$ cat config.mk
export PLATFORM = sky130hd
export DESIGN_NAME = mac_pipe_unit_flat
export DESIGN_NICKNAME = d
export VERILOG_FILES = /design/src/rtl/mac_pipe_unit_if.sv /design/src/rtl/mac_pipe_unit.sv /design/src/flat_wrapper.sv
export SDC_FILE = /design/constraint.sdc
export NUM_CORES = 1
export LEC_CHECK = 0
export BUFFER_PORTS_ARGS = -buffer_cell sky130_fd_sc_hd__buf_4
export CORE_ASPECT_RATIO = 2
export CORE_MARGIN = 5
export CORE_UTILIZATION = 55
export DETAILED_ROUTE_END_ITERATION = 16
export GPL_ROUTABILITY_DRIVEN = 0
export PLACE_DENSITY = 0.83
export SYNTH_ARGS = -nofsm -noshare
export SYNTH_HDL_FRONTEND = slang
export SYNTH_SLANG_ARGS = --single-unit
$ cat constraint.sdc
create_clock -name i_clk -period 4.6 [get_ports i_clk]
set_input_delay 0.92 -clock i_clk [delete_from_list [all_inputs] [get_ports i_clk]]
set_output_delay 0.92 -clock i_clk [all_outputs]
set_load 0.03 [all_outputs]
$ cat src/rtl/mac_pipe_unit_if.sv
// Operand/result handshake bundle for mac_pipe_unit.
// The slave modport is the MAC unit; the master modport is whoever feeds it and drains it.
interface mac_pipe_unit_if #(
    parameter int BIT_WIDTH = 8,
    parameter int ACC_WIDTH = 20
);
    logic [BIT_WIDTH-1:0] i_pix_weight;
    logic [BIT_WIDTH-1:0] i_pix_feature;
    logic                 i_valid;
    logic                 o_ready;
    logic                 i_clear;
    logic [ACC_WIDTH-1:0] o_acc;
    logic                 o_valid;
    logic                 i_ready;
    logic                 o_start;
    logic                 o_busy;

    modport master (
        output i_pix_weight, i_pix_feature, i_valid, i_clear, i_ready,
        input  o_ready, o_acc, o_valid, o_start, o_busy
    );

    modport slave (
        input  i_pix_weight, i_pix_feature, i_valid, i_clear, i_ready,
        output o_ready, o_acc, o_valid, o_start, o_busy
    );
endinterface

$ cat src/rtl/mac_pipe_unit.sv
// Pipelined multiply-accumulate: weight/feature pairs go through a MULT_STAGES-deep multiplier,
// and every ACC_LEN products are summed into one result held in a single-entry output register.
module mac_pipe_unit #(
    parameter int BIT_WIDTH   = 8,
    parameter int MULT_STAGES = 2,
    parameter int ACC_LEN     = 9,
    parameter int ACC_WIDTH   = 20,
    parameter bit SIGNED      = 1'b0
) (
    input  logic           i_clk,
    input  logic           i_rst,
    mac_pipe_unit_if.slave bus
);
    localparam int PROD_W = 2 * BIT_WIDTH;
    localparam int CNT_W  = (ACC_LEN > 1) ? $clog2(ACC_LEN) : 1;
    localparam logic [CNT_W-1:0] CNT_LAST = CNT_W'(ACC_LEN - 1);

    logic [CNT_W-1:0]       in_cnt;
    logic [BIT_WIDTH-1:0]   op_weight;
    logic [BIT_WIDTH-1:0]   op_feature;
    logic [MULT_STAGES-1:0] v_pipe;
    logic [MULT_STAGES-1:0] l_pipe;
    logic [PROD_W-1:0]      prod_s1;
    logic [PROD_W-1:0]      exit_prod;
    logic [ACC_WIDTH-1:0]   exit_ext;
    logic [ACC_WIDTH-1:0]   acc;
    logic [ACC_WIDTH-1:0]   acc_next;
    logic                   closing_inflight;
    logic                   take;
    logic                   exit_valid;
    logic                   exit_last;

    // A pair presented alongside i_clear is dropped so the flushed window starts clean.
    assign take       = bus.i_valid && bus.o_ready && !bus.i_clear;
    assign exit_valid = v_pipe[MULT_STAGES-1];
    assign exit_last  = l_pipe[MULT_STAGES-1];
    assign acc_next   = acc + exit_ext;

    assign bus.o_ready = !i_rst && !((in_cnt == CNT_LAST) &&
                                     (closing_inflight || (bus.o_valid && !bus.i_ready)));
    assign bus.o_busy  = (in_cnt != '0) || (|v_pipe);

    generate
        if (SIGNED) begin : g_signed
            logic signed [PROD_W-1:0] sw;
            logic signed [PROD_W-1:0] sf;
            assign sw       = PROD_W'($signed(op_weight));
            assign sf       = PROD_W'($signed(op_feature));
            assign prod_s1  = sw * sf;
            assign exit_ext = ACC_WIDTH'($signed(exit_prod));
        end else begin : g_unsigned
            assign prod_s1  = PROD_W'(op_weight) * PROD_W'(op_feature);
            assign exit_ext = ACC_WIDTH'(exit_prod);
        end

        // Only last tags in stages that are not leaving this cycle hold back a closing pair.
        if (MULT_STAGES == 1) begin : g_single
            assign exit_prod        = prod_s1;
            assign closing_inflight = 1'b0;
        end else begin : g_deep
            logic [PROD_W-1:0] prod_q [MULT_STAGES-1];
            always_ff @(posedge i_clk) begin
                prod_q[0] <= prod_s1;
                for (int i = 1; i < MULT_STAGES - 1; i++) begin
                    prod_q[i] <= prod_q[i-1];
                end
            end
            assign exit_prod        = prod_q[MULT_STAGES-2];
            assign closing_inflight = |(v_pipe[MULT_STAGES-2:0] & l_pipe[MULT_STAGES-2:0]);
        end
    endgenerate

    always_ff @(posedge i_clk) begin
        if (take) begin
            op_weight  <= bus.i_pix_weight;
            op_feature <= bus.i_pix_feature;
        end
    end

    always_ff @(posedge i_clk) begin
        if (i_rst) begin
            in_cnt      <= '0;
            v_pipe      <= '0;
            l_pipe      <= '0;
            acc         <= '0;
            bus.o_acc   <= '0;
            bus.o_valid <= 1'b0;
            bus.o_start <= 1'b0;
        end else begin
            if (bus.o_valid && bus.i_ready) begin
                bus.o_valid <= 1'b0;
            end
            bus.o_start <= take && (in_cnt == '0);
            // Clear flushes the window and everything in flight but leaves a finished result alone.
            if (bus.i_clear) begin
                in_cnt <= '0;
                v_pipe <= '0;
                l_pipe <= '0;
                acc    <= '0;
            end else begin
                v_pipe[0] <= take;
                l_pipe[0] <= take && (in_cnt == CNT_LAST);
                for (int i = 1; i < MULT_STAGES; i++) begin
                    v_pipe[i] <= v_pipe[i-1];
                    l_pipe[i] <= l_pipe[i-1];
                end
                if (take) begin
                    in_cnt <= (in_cnt == CNT_LAST) ? '0 : in_cnt + CNT_W'(1);
                end
                if (exit_valid) begin
                    if (exit_last) begin
                        bus.o_acc   <= acc_next;
                        bus.o_valid <= 1'b1;
                        acc         <= '0;
                    end else begin
                        acc <= acc_next;
                    end
                end
            end
        end
    end
endmodule

$ cat src/flat_wrapper.sv
// flat-port wrapper written by rule: the top's interface ports become plain ports
module mac_pipe_unit_flat 
#(
    parameter int BIT_WIDTH   = 8,
    parameter int MULT_STAGES = 2,
    parameter int ACC_LEN     = 9,
    parameter int ACC_WIDTH   = 20,
    parameter bit SIGNED      = 1'b0
)
  (i_clk, i_rst, bus_i_pix_weight, bus_i_pix_feature, bus_i_valid, bus_i_clear, bus_i_ready, bus_o_ready, bus_o_acc, bus_o_valid, bus_o_start, bus_o_busy);
  mac_pipe_unit_if #(.BIT_WIDTH(BIT_WIDTH), .ACC_WIDTH(ACC_WIDTH)) bus_i ();
  input  logic i_clk;
  input  logic i_rst;
  input wire logic [$bits(bus_i.i_pix_weight)-1:0] bus_i_pix_weight;
  input wire logic [$bits(bus_i.i_pix_feature)-1:0] bus_i_pix_feature;
  input wire logic [$bits(bus_i.i_valid)-1:0] bus_i_valid;
  input wire logic [$bits(bus_i.i_clear)-1:0] bus_i_clear;
  input wire logic [$bits(bus_i.i_ready)-1:0] bus_i_ready;
  output wire logic [$bits(bus_i.o_ready)-1:0] bus_o_ready;
  output wire logic [$bits(bus_i.o_acc)-1:0] bus_o_acc;
  output wire logic [$bits(bus_i.o_valid)-1:0] bus_o_valid;
  output wire logic [$bits(bus_i.o_start)-1:0] bus_o_start;
  output wire logic [$bits(bus_i.o_busy)-1:0] bus_o_busy;
  assign bus_i.i_pix_weight = bus_i_pix_weight;
  assign bus_i.i_pix_feature = bus_i_pix_feature;
  assign bus_i.i_valid = bus_i_valid;
  assign bus_i.i_clear = bus_i_clear;
  assign bus_i.i_ready = bus_i_ready;
  assign bus_o_ready = bus_i.o_ready;
  assign bus_o_acc = bus_i.o_acc;
  assign bus_o_valid = bus_i.o_valid;
  assign bus_o_start = bus_i.o_start;
  assign bus_o_busy = bus_i.o_busy;
  mac_pipe_unit #(.BIT_WIDTH(BIT_WIDTH), .MULT_STAGES(MULT_STAGES), .ACC_LEN(ACC_LEN), .ACC_WIDTH(ACC_WIDTH), .SIGNED(SIGNED)) u_core (.i_clk(i_clk), .i_rst(i_rst), .bus(bus_i));
endmodule
==> impl_metrics.env <==
export IMPL_outcome="complete, no violations"
export IMPL_clk_pin_slew_ps=60
export IMPL_yosysUniqueCellTypes=56
export IMPL_cts_buffers=9
export IMPL_crit_type="reg -> reg"
export IMPL_viasPerCell=5.62
export IMPL_max_clock_path_buffers=2
export IMPL_fp_dieH_um=152
export IMPL_avgSynthCellArea_um2=9.49
export IMPL_fp_dieW_um=81.0
export IMPL_synth_warnings=0
export IMPL_synth_edff_count=16
export IMPL_synthArstFlopShare=0
export IMPL_cts_tree="done"
export IMPL_crit_path_end="u_core.g_deep.prod_q[0][15]$_DFF_P_"
export IMPL_synth_main_ff_cell="dfxtp_1"
export IMPL_clock_sinks=82
export IMPL_crit_buf_inv=4
export IMPL_min_period_over_period=0.951
export IMPL_crit_path_max_incr_delay_ps=550
export IMPL_crit_cells=16
export IMPL_cp_required_ps=4830
export IMPL_crit_chain="buf_4 > and2_1 > fa_1 > fa_1 > inv_1 > fa_1 > fa_1 > inv_1 > ha_1 > o21a_1 > o21ai_2 > a211oi_1 > a2111oi_2 > buf_4 > a21oi_1 > xnor2_1"
export IMPL_dieArea_um2=12300
export IMPL_grt_pass1_vias=4672
export IMPL_timing_fmax_ghz=0.229
export IMPL_reg2regPathDepth=16
export IMPL_first_pass_iters=6
export IMPL_slowest_stage="fa_1"
export IMPL_hold_slack_ps=456
export IMPL_fillers=830
export IMPL_grt_max_degree=32
export IMPL_io_buffers=44
export IMPL_route_detailed_drc=0
export IMPL_r2r_slack_ps=230
export IMPL_layout_drive_gt1_share=0.150
export IMPL_wl_um=12100
export IMPL_cp_end_kind="flip-flop"
export IMPL_setup_slack_ps=226
export IMPL_irDropWorstVdd_mv=0.247
export IMPL_muxShareOfSynthArea=0
export IMPL_area_growth_syn_to_layout_pct=17.0
export IMPL_r2r_start="u_core.op_feature[4]$_DFFE_PP_"
export IMPL_slew_headroom=0.352
export IMPL_start_kind="flip-flop"
export IMPL_grt_use_total=0.212
export IMPL_path_delay_family="adder cells"
export IMPL_antenna_found_initial=0
export IMPL_row_count=52
export IMPL_arrival_ps=4600
export IMPL_startpoint="u_core.op_feature[4]$_DFFE_PP_"
export IMPL_synth_adder_area_share=0.256
export IMPL_worst_pin_slew_ps=968
export IMPL_synth_seq_area_share=0.325
export IMPL_drv_cap=0
export IMPL_nets=755
export IMPL_clock_tree_root_cell="clkbuf_16"
export IMPL_hold_buffers=0
export IMPL_drv_slew=0
export IMPL_grt_pass1_wl_um=20600
export IMPL_io_pins=45
export IMPL_start_util=0.553
export IMPL_layout_commonest_cell="dfxtp_1"
export IMPL_antenna_left=0
export IMPL_synth_largest_area_cell="dfxtp_1"
export IMPL_globalRouteOverflowTotal=0
export IMPL_place_ws_ps=15.7
export IMPL_coreArea_um2=10000
export IMPL_tns_ps=0
export IMPL_layout_common_cells="66 x dfxtp_1, 62 x buf_4, 59 x nand2_1, 56 x inv_1, 53 x ha_1"
export IMPL_design_area_um2=6480
export IMPL_cts_setup_buffers=0
export IMPL_placed_area_um2=6120
export IMPL_vias=4402
export IMPL_yosys_area_share_simple=0.190
export IMPL_synthCells=584
export IMPL_synth_nets=696
export IMPL_synth_area_leaders="dfxtp_1 24%, fa_1 13%, ha_1 12%"
export IMPL_final_setup_skew_ps=7.48
export IMPL_synth_top_area_frac=0.238
export IMPL_hold_viol=0
export IMPL_worstReg2RegEnd="u_core.g_deep.prod_q[0][15]$_DFF_P_"
export IMPL_drtIter0Drc=216
export IMPL_dp_hpwl_um=9580
export IMPL_clk_latency_ps=340
export IMPL_synth_xor_area_frac=0.0443
export IMPL_cpMostUsedCell="fa_1"
export IMPL_synth_area_um2=5540
export IMPL_hold_class="reg -> reg"
export IMPL_synth_seq_cells=82
export IMPL_synth_top_family_by_area="adder cells"
export IMPL_crit_fanout=7
export IMPL_n_antenna_cell=0
export IMPL_wl_per_cell_um=15.5
export IMPL_total_leakage_power_uw=0.00294
export IMPL_synth_compound_area_share=0.137
export IMPL_finalSetupViolations=0
export IMPL_cts_htree_levels=3
export IMPL_period_needed_ps=4370
export IMPL_p_per_area_nw_per_um2=340
cells by family after synthesis:
logic type                 after synthesis
and+or+nand+nor                        205
AOI/OAI and AO/OA                      107
adders and majority gates               91
DFF                                     82
buffers and inverters                   71
xor gates and xnor gates                28
worst min-delay path by stage:
stage | depth (start not counted) | slack [ps] | to | from
after floorplan | 1 | 430 | u_core.l_pipe[1]$_SDFF_PP0_ | u_core.l_pipe[0]$_SDFF_PP0_
after detailed placement | 2 | 450 | u_core.bus.o_acc[11]$_SDFFE_PP0P_ | u_core.bus.o_acc[11]$_SDFFE_PP0P_
after global routing | 2 | 480 | u_core.bus.o_acc[11]$_SDFFE_PP0P_ | u_core.bus.o_acc[11]$_SDFFE_PP0P_
after global placement | 2 | 440 | u_core.bus.o_acc[6]$_SDFFE_PP0P_ | u_core.bus.o_acc[6]$_SDFFE_PP0P_
final | 2 | 460 | u_core.bus.o_acc[11]$_SDFFE_PP0P_ | u_core.bus.o_acc[11]$_SDFFE_PP0P_
after CTS | 2 | 460 | u_core.bus.o_acc[11]$_SDFFE_PP0P_ | u_core.bus.o_acc[11]$_SDFFE_PP0P_
power by group:
group	switching [uW]	internal (uW)	total (uW)
Clock	296	486	783
Sequential	21.4	790	812
Combinational	340	270	610
per-stage QoR:
stage	instances	utilization	power (uW)
final	783	0.647	2200
after global routing	783	0.647	2330
after CTS	783	0.644	2190
after detailed placement	767	0.611	1410
after global placement	767	0.611	1380
after floorplan	584	-	1270
cell type report:
class	count	area [um2]	area share
inverter	57	214	0.0330
tap	135	169	0.0261
clock buffer	12	278	0.0429
clock inverter	4	53.8	0.00830
timing repair buffer	62	465	0.0718
sequential	82	1800	0.278
multi-input combinational	431	3500	0.540
flip-flops by register name, indices dropped and copies added, names as in the netlist:
name                  cells
u_core.bus.o_valid        1
u_core.acc               20
u_core.l_pipe             2
u_core.op_weight          8
u_core.in_cnt             4
u_core.op_feature         8
u_core.bus.o_acc         20
u_core.g_deep.prod_q     16
u_core.bus.o_start        1
u_core.v_pipe             2
routing by layer:
layer / GRT usage / part of all wire / wire length [um]
met2: 0.401 / 0.59 / 7130
met3: 0.0403 / 0.035 / 424
met4: 0.129 / 0.042 / 509
met5: 0 / 0 / 0
met1: 0.196 / 0.34 / 4070
cell usage after synthesis (2+ instances only):
cell,number
o31ai_1,4
buf_1,3
edfxtp_1,16
nor2b_1,6
or3_1,3
inv_1,56
nor3_1,5
o21ai_0,9
fa_1,37
dfxtp_1,66
o311ai_0,2
o21ai_1,3
xnor2_1,24
a2bb2oi_1,3
or4_1,2
nor2_1,37
nand2_1,59
nand3_1,10
nand4b_1,2
and3_1,5
a22oi_1,7
o21a_1,4
nand3b_1,8
xor2_1,4
a21oi_1,34
o21bai_1,2
o211ai_1,3
a21o_1,10
nand2b_1,5
a2111oi_2,3
a211oi_1,8
ha_1,54
or2_2,4
and2_1,52
nor4_1,3
clkbuf_1,11
worst min-delay path, cell delays in order (launching register included):
cell and delay (ps):
dfxtp_1 310, nand2_1 50, a21oi_1 50
repair_timing:
item | CTS | global route
resized for setup | 0 | 4
setup endpoints to repair | 0 | 2
endpoints found under the hold margin | 0 | 0
Power figures use the tool's default switching activity.
